$ cat config.mk
export PLATFORM = sky130hd
export DESIGN_NAME = afifo_wr_arbiter
export DESIGN_NICKNAME = d
export VERILOG_FILES = /design/src/rtl/afifo_wr_arbiter_pkg.sv /design/src/rtl/afifo_wr_arbiter_rr_pick.sv /design/src/rtl/afifo_wr_arbiter.sv
export SDC_FILE = /design/constraint.sdc
export NUM_CORES = 1
export LEC_CHECK = 0
export ABC_AREA = 0
export CORE_ASPECT_RATIO = 1.25
export CORE_MARGIN = 2
export CORE_UTILIZATION = 65
export CTS_BUF_LIST = sky130_fd_sc_hd__clkbuf_4
export DETAILED_ROUTE_END_ITERATION = 7
export DONT_BUFFER_PORTS = 1
export GPL_TIMING_DRIVEN = 0
export MAX_ROUTING_LAYER = met4
export PLACE_DENSITY = 0.82
export SYNTH_ARGS = -nofsm -noshare
export SYNTH_HDL_FRONTEND = slang
export SYNTH_SLANG_ARGS = --single-unit
$ cat constraint.sdc
create_clock -name clk -period 3.7 [get_ports clk]
set_clock_uncertainty 0.1 [all_clocks]
set_input_delay 0.74 -clock clk [delete_from_list [all_inputs] [get_ports clk]]
set_output_delay 0.74 -clock clk [all_outputs]
set_load 0.02 [all_outputs]
$ cat src/rtl/afifo_wr_arbiter_pkg.sv
// Shared write-side FIFO definitions: datapath width, word type and the
// arbiter state encoding used by the round-robin push-port arbiter.
package afifo_wr_arbiter_pkg;

  localparam int D_WIDTH           = 8;
  localparam int F_DEPTH           = 16;
  localparam int MAX_BURST_DEFAULT = 4;

  typedef logic [D_WIDTH-1:0] data_ty;

  typedef enum logic {
    IDLE  = 1'b0,
    BURST = 1'b1
  } arb_state_e;

endpackage

$ cat src/rtl/afifo_wr_arbiter_rr_pick.sv
// Combinational round-robin picker: first requester with req high, scanning
// upward from rr_ptr with an explicit modulo-N_REQ wrap.
module afifo_wr_arbiter_rr_pick #(
  parameter int N_REQ = 4
) (
  input  logic [N_REQ-1:0]         req,
  input  logic [$clog2(N_REQ)-1:0] rr_ptr,
  output logic [N_REQ-1:0]         winner,
  output logic                     valid
);

  localparam int PW = $clog2(N_REQ);

  int            idx;
  logic [PW-1:0] sel;

  always_comb begin
    // NOTE: every variable gets a default before the loop, so no path through
    // this block leaves a value unassigned and no latch is inferred.
    winner = '0;
    valid  = 1'b0;
    idx    = 0;
    sel    = '0;
    for (int k = 0; k < N_REQ; k++) begin
      idx = int'(rr_ptr) + k;
      if (idx >= N_REQ) idx = idx - N_REQ;
      sel = PW'(idx);
      if (!valid && req[sel]) begin
        winner[sel] = 1'b1;
        valid       = 1'b1;
      end
    end
  end

endmodule

$ cat src/rtl/afifo_wr_arbiter.sv
// Round-robin burst arbiter sharing the async FIFO push port among N_REQ
// producers; one grant at a time, up to MAX_BURST words per grant.
module afifo_wr_arbiter
  import afifo_wr_arbiter_pkg::*;
#(
  parameter int N_REQ     = 4,
  parameter int MAX_BURST = MAX_BURST_DEFAULT
) (
  input  logic                     clk,
  input  logic                     rst,
  input  logic [N_REQ-1:0]         req,
  input  logic [N_REQ-1:0]         last,
  input  logic [N_REQ*D_WIDTH-1:0] data_in,
  output logic [N_REQ-1:0]         ack,
  output logic [N_REQ-1:0]         gnt,
  input  logic                     fifo_full,
  output logic                     fifo_push,
  output data_ty                   fifo_wdata,
  output logic                     busy
);

  localparam int            PW       = $clog2(N_REQ);
  localparam int            CW       = $clog2(MAX_BURST + 1);
  localparam logic [CW-1:0] CNT_LAST = CW'(MAX_BURST - 1);

  arb_state_e       state;
  logic [PW-1:0]    rr_ptr;
  logic [PW-1:0]    g_idx;
  logic [PW-1:0]    next_ptr;
  logic [CW-1:0]    burst_cnt;
  logic [N_REQ-1:0] pick;
  logic             pick_valid;
  logic             req_g;
  logic             last_g;
  logic             burst_done;

  afifo_wr_arbiter_rr_pick #(.N_REQ(N_REQ)) u_rr_pick (
    .req    (req),
    .rr_ptr (rr_ptr),
    .winner (pick),
    .valid  (pick_valid)
  );

  // Word and index of the granted requester; both are zero while idle.
  always_comb begin
    g_idx      = '0;
    fifo_wdata = '0;
    for (int i = 0; i < N_REQ; i++) begin
      if (gnt[i]) begin
        g_idx      = PW'(i);
        fifo_wdata = data_in[i*D_WIDTH +: D_WIDTH];
      end
    end
  end

  assign req_g      = |(req & gnt);
  assign last_g     = |(last & gnt);
  assign fifo_push  = (state == BURST) & req_g & ~fifo_full;
  assign ack        = gnt & {N_REQ{fifo_push}};
  assign burst_done = fifo_push & (last_g | (burst_cnt == CNT_LAST));
  assign next_ptr   = (g_idx == PW'(N_REQ - 1)) ? '0 : g_idx + 1'b1;

  // NOTE: state registers use non-blocking assignments so every register
  // samples the pre-edge values regardless of statement order.
  always_ff @(posedge clk or posedge rst) begin
    if (rst) begin
      state     <= IDLE;
      gnt       <= '0;
      rr_ptr    <= '0;
      burst_cnt <= '0;
      busy      <= 1'b0;
    end else begin
      case (state)
        IDLE: begin
          if (pick_valid) begin
            gnt       <= pick;
            burst_cnt <= '0;
            busy      <= 1'b1;
            state     <= BURST;
          end
        end
        BURST: begin
          if (fifo_push) burst_cnt <= burst_cnt + 1'b1;
          // A withdrawn request exits even while the FIFO is full.
          if (burst_done || !req_g) begin
            gnt    <= '0;
            busy   <= 1'b0;
            rr_ptr <= next_ptr;
            state  <= IDLE;
          end
        end
        default: state <= IDLE;
      endcase
    end
  end

endmodule
==> results.tsv, run 1 <==
metric	value	unit
status	complete, no violations	
drv_slew	0	
p_leak	0.496	nW
period_share	0.816	
drive_above_1_share	0.0828	
synth.most_common_cell	o21ai_0	
cts_resized	0	
synth_top_area_cell	dfrtp_1	
grt_pass1_wl	4.23	mm
antenna_found_initial	0	
critPathMaxFanout	8	
syn_to_final_growth	4.65	%
crit_cells	5	
syn_area_per_cell	8.01	sq um
relSlewSlack	0.560	
crit_family	compound AO/OA/AOI/OAI gates	
crit_arrival	2.18	ns
ant_nets	0	
clock_latency	0.27	ns
cp-start-kind	register	
endpoint	fifo_wdata[4]	
via_count	1165	
post_cts_buffers	0	
synth_compound_area_frac	0.347	
synth_edf_count	0	
syn_nets	193	
synth.area.top_cells	dfrtp_1, o21ai_0, a221o_1	
h-tree-depth	1	
yosysWarningCount	0	
top_layer_used	met4	
cp-startpoint	gnt[0]	
cpPeakStageDelay	0.57	ns
cp-end-kind	primary output	
ys_types	32	
reg2regPathDepth	8	
fin_crit	3.02	ns
first_pass_iters	4	
cap_violations	0	
r2r_start	rr_ptr[0]	
hold_viol	0	
path_clk_slew	0.07	ns
fin_util	0.738	
rrSetupSlack	1.17	ns
synth-seq-cells	11	
design_area	0.00118	sq mm
cts_root_buf	clkbuf_4	
critPathBufInv	1	
fp-row-count	16	
power_density	853	mW/mm^2
crit_chain	nor2b_1, clkbuf_1, a221o_1, o21ai_0, o21ai_0	
syn_inst	141	
cts_tree	yes	
placed_area	0.00115	sq mm
yosys-top-cells-count	o21ai_0, nand2_1, a221o_1	
rsz0062_at_grt	no	
met1_length	1.05	mm
dieArea	0.00209	sq mm
syn_area	0.00113	sq mm
coreArea	0.00160	sq mm
dr_wl_met3	276	microns
cts_buffers	3	
finalSetupViolCount	0	
routed_wl	2.91	mm
r2r-end	gnt[3]	
worst_slew_pin_slew	0.653	ns
wl_met2	1.52	mm
final_nets	198	
synth_top_cell_area_share	0.244	
cts_buffer_depth	2	
initial_core_util	0.705	
peakVddDrop	548	uV
gr-total-overflow	0	
synth_top_family_by_area	compound AO/OA/AOI/OAI gates	
synthAdderAreaFrac	0.0997	
track_usage	0.299	
slowest_stage	dfrtp_1	
crit_type	reg -> out	
die_y	50.6	microns
io_pins	61	
grt_pass1_vias	1005	
place_congestion	0.932	
drc	0	
yosys.area_share.simple	0.192	
antenna_cells	0	
wl_per_cell	17.9	microns
clock_sinks	11	
fin_setup_tns	0	ns
vias_per_cell	7.15	
dp.final_hpwl	2.36	mm
grt_max_degree	12	
timing.fmax	331	MHz
synthFlopType	dfrtp_1	
cts_hold_buf	0	
hp-class	in -> async	
synth_xor_area_frac	0	
cp.required	2.86	ns
async_flop_share	1.00	
cp_common_cell	o21ai_0	
ys_seq_area_frac	0.244	
synth_mux_area_frac	0.0720	
drt_iter0_drc	30	
port_buffers	0	
die_w	41.3	microns
[report_power, final]
part,internal [mW],switching (mW),total [mW]
Clock,0.0492,0.0413,0.0905
Sequential,0.164,0.0961,0.260
Combinational,0.251,0.407,0.658
Total,0.464,0.545,1.01
[sequential cells by signal (all words and copies together), names as in the netlist]
register	cells
burst_cnt	3
busy	1
gnt	4
rr_ptr	2
state	1
[cell families after synthesis]
group | Yosys count
compound gates | 58
simple gates | 44
buf+inv | 12
flops | 11
fa+ha+maj | 9
mux | 7
[worst reg2reg max path, cell delays in order, from the launching register on]
cell,delay (ns)
dfrtp_1,0.50
buf_6,0.19
inv_1,0.09
ha_1,0.38
mux2_4,0.32
and2_2,0.22
o21ai_0,0.23
a31oi_1,0.12
a221o_1,0.26
[layout by cell type (no fill, tap or decap), types with 2 or more instances in the layout]
| cell type | n |
|---|---|
| clkbuf_4 | 4 |
| o2111ai_1 | 4 |
| a22oi_1 | 2 |
| a21oi_1 | 3 |
| o21ai_0 | 25 |
| a31oi_1 | 4 |
| inv_1 | 6 |
| mux2i_1 | 4 |
| nor3b_1 | 3 |
| nor2_1 | 8 |
| a221o_1 | 12 |
| ha_1 | 9 |
| nand3_1 | 6 |
| or2_2 | 2 |
| and2_1 | 4 |
| o21ai_1 | 3 |
| nand2_1 | 15 |
| dfrtp_1 | 11 |
| clkbuf_1 | 5 |
| mux2_4 | 2 |
[cell type report]
| class | count | area, sq um |
|---|---|---|
| multi-input combinational | 118 | 802 |
| fill | 135 | 419 |
| sequential | 11 | 275 |
| clock buffer | 4 | 30.0 |
| buffer | 6 | 30.0 |
| inverter | 6 | 22.5 |
| tap | 18 | 22.5 |
[per-layer routing]
layer | GRT usage | vias to the layer above
met5 | - | -
met4 | 0.151 | 0
met3 | 0.0442 | 6
met2 | 0.492 | 88
met1 | 0.330 | 526
li1 | - | 545
[how the worst min path moves through the flow]
| stage | startpoint | endpoint | slack (ns) | cells past startpoint |
|---|---|---|---|---|
| 3_3_place_gp | burst_cnt[2] | burst_cnt[2] | 0.39 | 2 |
| 6_report | rst | gnt[0] | 0.23 | 1 |
| 2_1_floorplan | burst_cnt[0] | burst_cnt[0] | 0.37 | 1 |
| 4_1_cts | rst | burst_cnt[2] | 0.25 | 1 |
| 3_5_place_dp | burst_cnt[2] | burst_cnt[2] | 0.41 | 2 |
| 5_1_grt | rst | burst_cnt[2] | 0.27 | 1 |
[through the flow]
| step | hold WS [ns] | instances | worst slack [ns] | power, mW |
|---|---|---|---|---|
| 5_1_grt | 0.268 | 163 | 0.514 | 1.10 |
| 3_3_place_gp | 0.385 | 159 | 1.06 | 0.881 |
| 4_1_cts | 0.245 | 163 | 0.687 | 1.00 |
| 3_5_place_dp | 0.406 | 159 | 0.988 | 0.912 |
| 2_1_floorplan | 0.367 | 141 | 1.23 | 0.783 |
| 6_report | 0.233 | 163 | 0.681 | 1.01 |
(Power assumes the default switching activity.)
==> run 2: changes to the inputs <==
==> constraint.sdc (replaced) <==
create_clock -name clk -period 2.9 [get_ports clk]
set_clock_uncertainty 0.1 [all_clocks]
set_input_delay 0.58 -clock clk [delete_from_list [all_inputs] [get_ports clk]]
set_output_delay 0.58 -clock clk [all_outputs]
set_load 0.02 [all_outputs]
==> run 2 against run 1 <==
Combinational power increased by 29%. First-iteration DRC count decreased by 10%. Count of clock-buffer cells in the layout unchanged. Via count decreased by 0.86%. Sequential power increased by 28%. Design area unchanged. Non-clock buffer count unchanged. Largest cell class unchanged. Largest power group unchanged. Highest routed layer unchanged.
==> results.tsv, run 2 (synthesis results as in run 1) <==
metric	value	unit	change
power_density	1100	mW/mm^2	was 853 mW/mm^2
hold_viol	0		unchanged
r2r-end	gnt[3]		unchanged
finalSetupViolCount	0		unchanged
cp-start-kind	register		unchanged
die_y	50.6	microns	unchanged
antenna_cells	0		unchanged
ant_nets	0		unchanged
final_nets	198		unchanged
cp-end-kind	primary output		unchanged
fin_crit	2.70	ns	
place_congestion	0.932		unchanged
final_common_cell	o21ai_0		unchanged
drv_slew	0		unchanged
relSlewSlack	0.692		was 0.560
coreArea	0.00160	sq mm	unchanged
wl_per_cell	17.9	microns	about the same
cp.required	2.22	ns	was 2.86 ns
antenna_found_initial	0		unchanged
cts_root_buf	clkbuf_4		unchanged
grt-busiest-layer	met2		unchanged
io_pins	61		unchanged
first_pass_iters	5		was 4
status	complete, no violations		unchanged
die_w	41.3	microns	unchanged
grtUsageMet3	0.0442		unchanged
track_usage	0.299		unchanged
grt_pass1_vias	1005		unchanged
path_clk_slew	0.07	ns	about the same
use_met1	0.330		unchanged
cts_tree	yes		unchanged
syn_to_final_growth	4.65	%	unchanged
fp-row-count	16		unchanged
rsz0062_at_grt	no		unchanged
cts_hold_buf	0		unchanged
dp.final_hpwl	2.36	mm	unchanged
hp-class	in -> async		unchanged
grt_max_degree	12		unchanged
dieArea	0.00209	sq mm	unchanged
r2r_start	rr_ptr[0]		unchanged
cts_buffers	3		unchanged
drc	0		unchanged
period_share	0.932		
port_buffers	0		unchanged
layout_common_cells	o21ai_0, nand2_1, a221o_1		unchanged
routed_wl	2.92	mm	was 2.91 mm
use_met2	0.492		unchanged
gr-total-overflow	0		unchanged
cts_buffer_depth	2		unchanged
p_leak	0.498	nW	was 0.496 nW
clock_latency	0.27	ns	about the same
h-tree-depth	1		unchanged
vias_per_cell	7.09		was 7.15
initial_core_util	0.705		unchanged
dp_cells	159		unchanged
peakVddDrop	704	uV	was 548 uV
rrSetupSlack	0.39	ns	was 1.17 ns
worst_slew_pin_slew	0.461	ns	was 0.653 ns
fill_cells	135		unchanged
fin_setup_tns	0	ns	unchanged
final-instance-count-excl-fill	163		unchanged
critPathMaxFanout	8		unchanged
reg_top3	gnt x4, burst_cnt x3, rr_ptr x2		unchanged
largest_register_ffs	4		unchanged
drt_iter0_drc	27		was 30
timing.fmax	370	MHz	
clock_sinks	11		unchanged
crit_arrival	2.02	ns	was 2.18 ns
via_count	1155		was 1165
p_total	1.30	mW	was 1.01 mW
drive_above_1_share	0.0828		unchanged
largest-register	gnt		unchanged
fin_util	0.738		unchanged
crit_type	reg -> out		unchanged
reg2regPathDepth	8		unchanged
cap_violations	0		unchanged
grt_pass1_wl	4.23	mm	unchanged
run 2: critical path, cell delays in order, from the launching register on:
cell and delay [ns]:
dfrtp_1 0.58, nor2b_1 0.18, clkbuf_1 0.33, a221o_1 0.21, o21ai_0 0.09, o21ai_1 0.37
run 2: layout make-up:
class / instances / area (sq um) / area share
clock buffers: 4 / 30.0 / 0.0254
flip-flops and latches: 11 / 275 / 0.233
inverters: 6 / 22.5 / 0.0190
plain buffers: 6 / 30.0 / 0.0254
multi-input cells: 118 / 802 / 0.678
well taps: 18 / 22.5 / 0.0190
run 2: per-stage QoR:
| step | setup slack (ns) | area (sq um) | hold slack [ns] |
|---|---|---|---|
| after floorplan | 0.634 | 1130 | 0.332 |
| after global placement | 0.416 | 1150 | 0.370 |
| after detailed placement | 0.348 | 1150 | 0.377 |
| after CTS | 0.0473 | 1180 | 0.0852 |
| after global routing | 0.0584 | 1180 | 0.108 |
| final | 0.197 | 1180 | 0.0712 |
run 2: power by group:
group / switching [mW] / internal [mW] / leakage [nW]
clock network: 0.0531 / 0.0627 / 0.0184
logic: 0.525 / 0.326 / 0.339
registers: 0.124 / 0.209 / 0.141
run 2: worst max path at each step:
stage	from	end	slack, ns	cells past startpoint
CTS	gnt[0]	fifo_wdata[4]	0.05	5
detailed placement	gnt[0]	fifo_wdata[4]	0.35	5
floorplan	gnt[0]	fifo_wdata[3]	0.63	5
finish	gnt[0]	fifo_wdata[4]	0.20	5
global route	gnt[0]	fifo_wdata[1]	0.06	5
global placement	gnt[0]	fifo_wdata[4]	0.42	5
run 2: metal layers:
layer | up-vias | share of wire
met5 | - | 0
met4 | 0 | 0.022
met3 | 6 | 0.074
met2 | 69 | 0.53
met1 | 535 | 0.38
li1 | 545 | -
run 2: repair_timing:
action | 4_1_cts | 5_1_grt
setup buffers | 0 | 0
endpoints found under the hold margin | 0 | 0
gates resized for setup | 0 | 8
setup endpoints to repair | 0 | 8
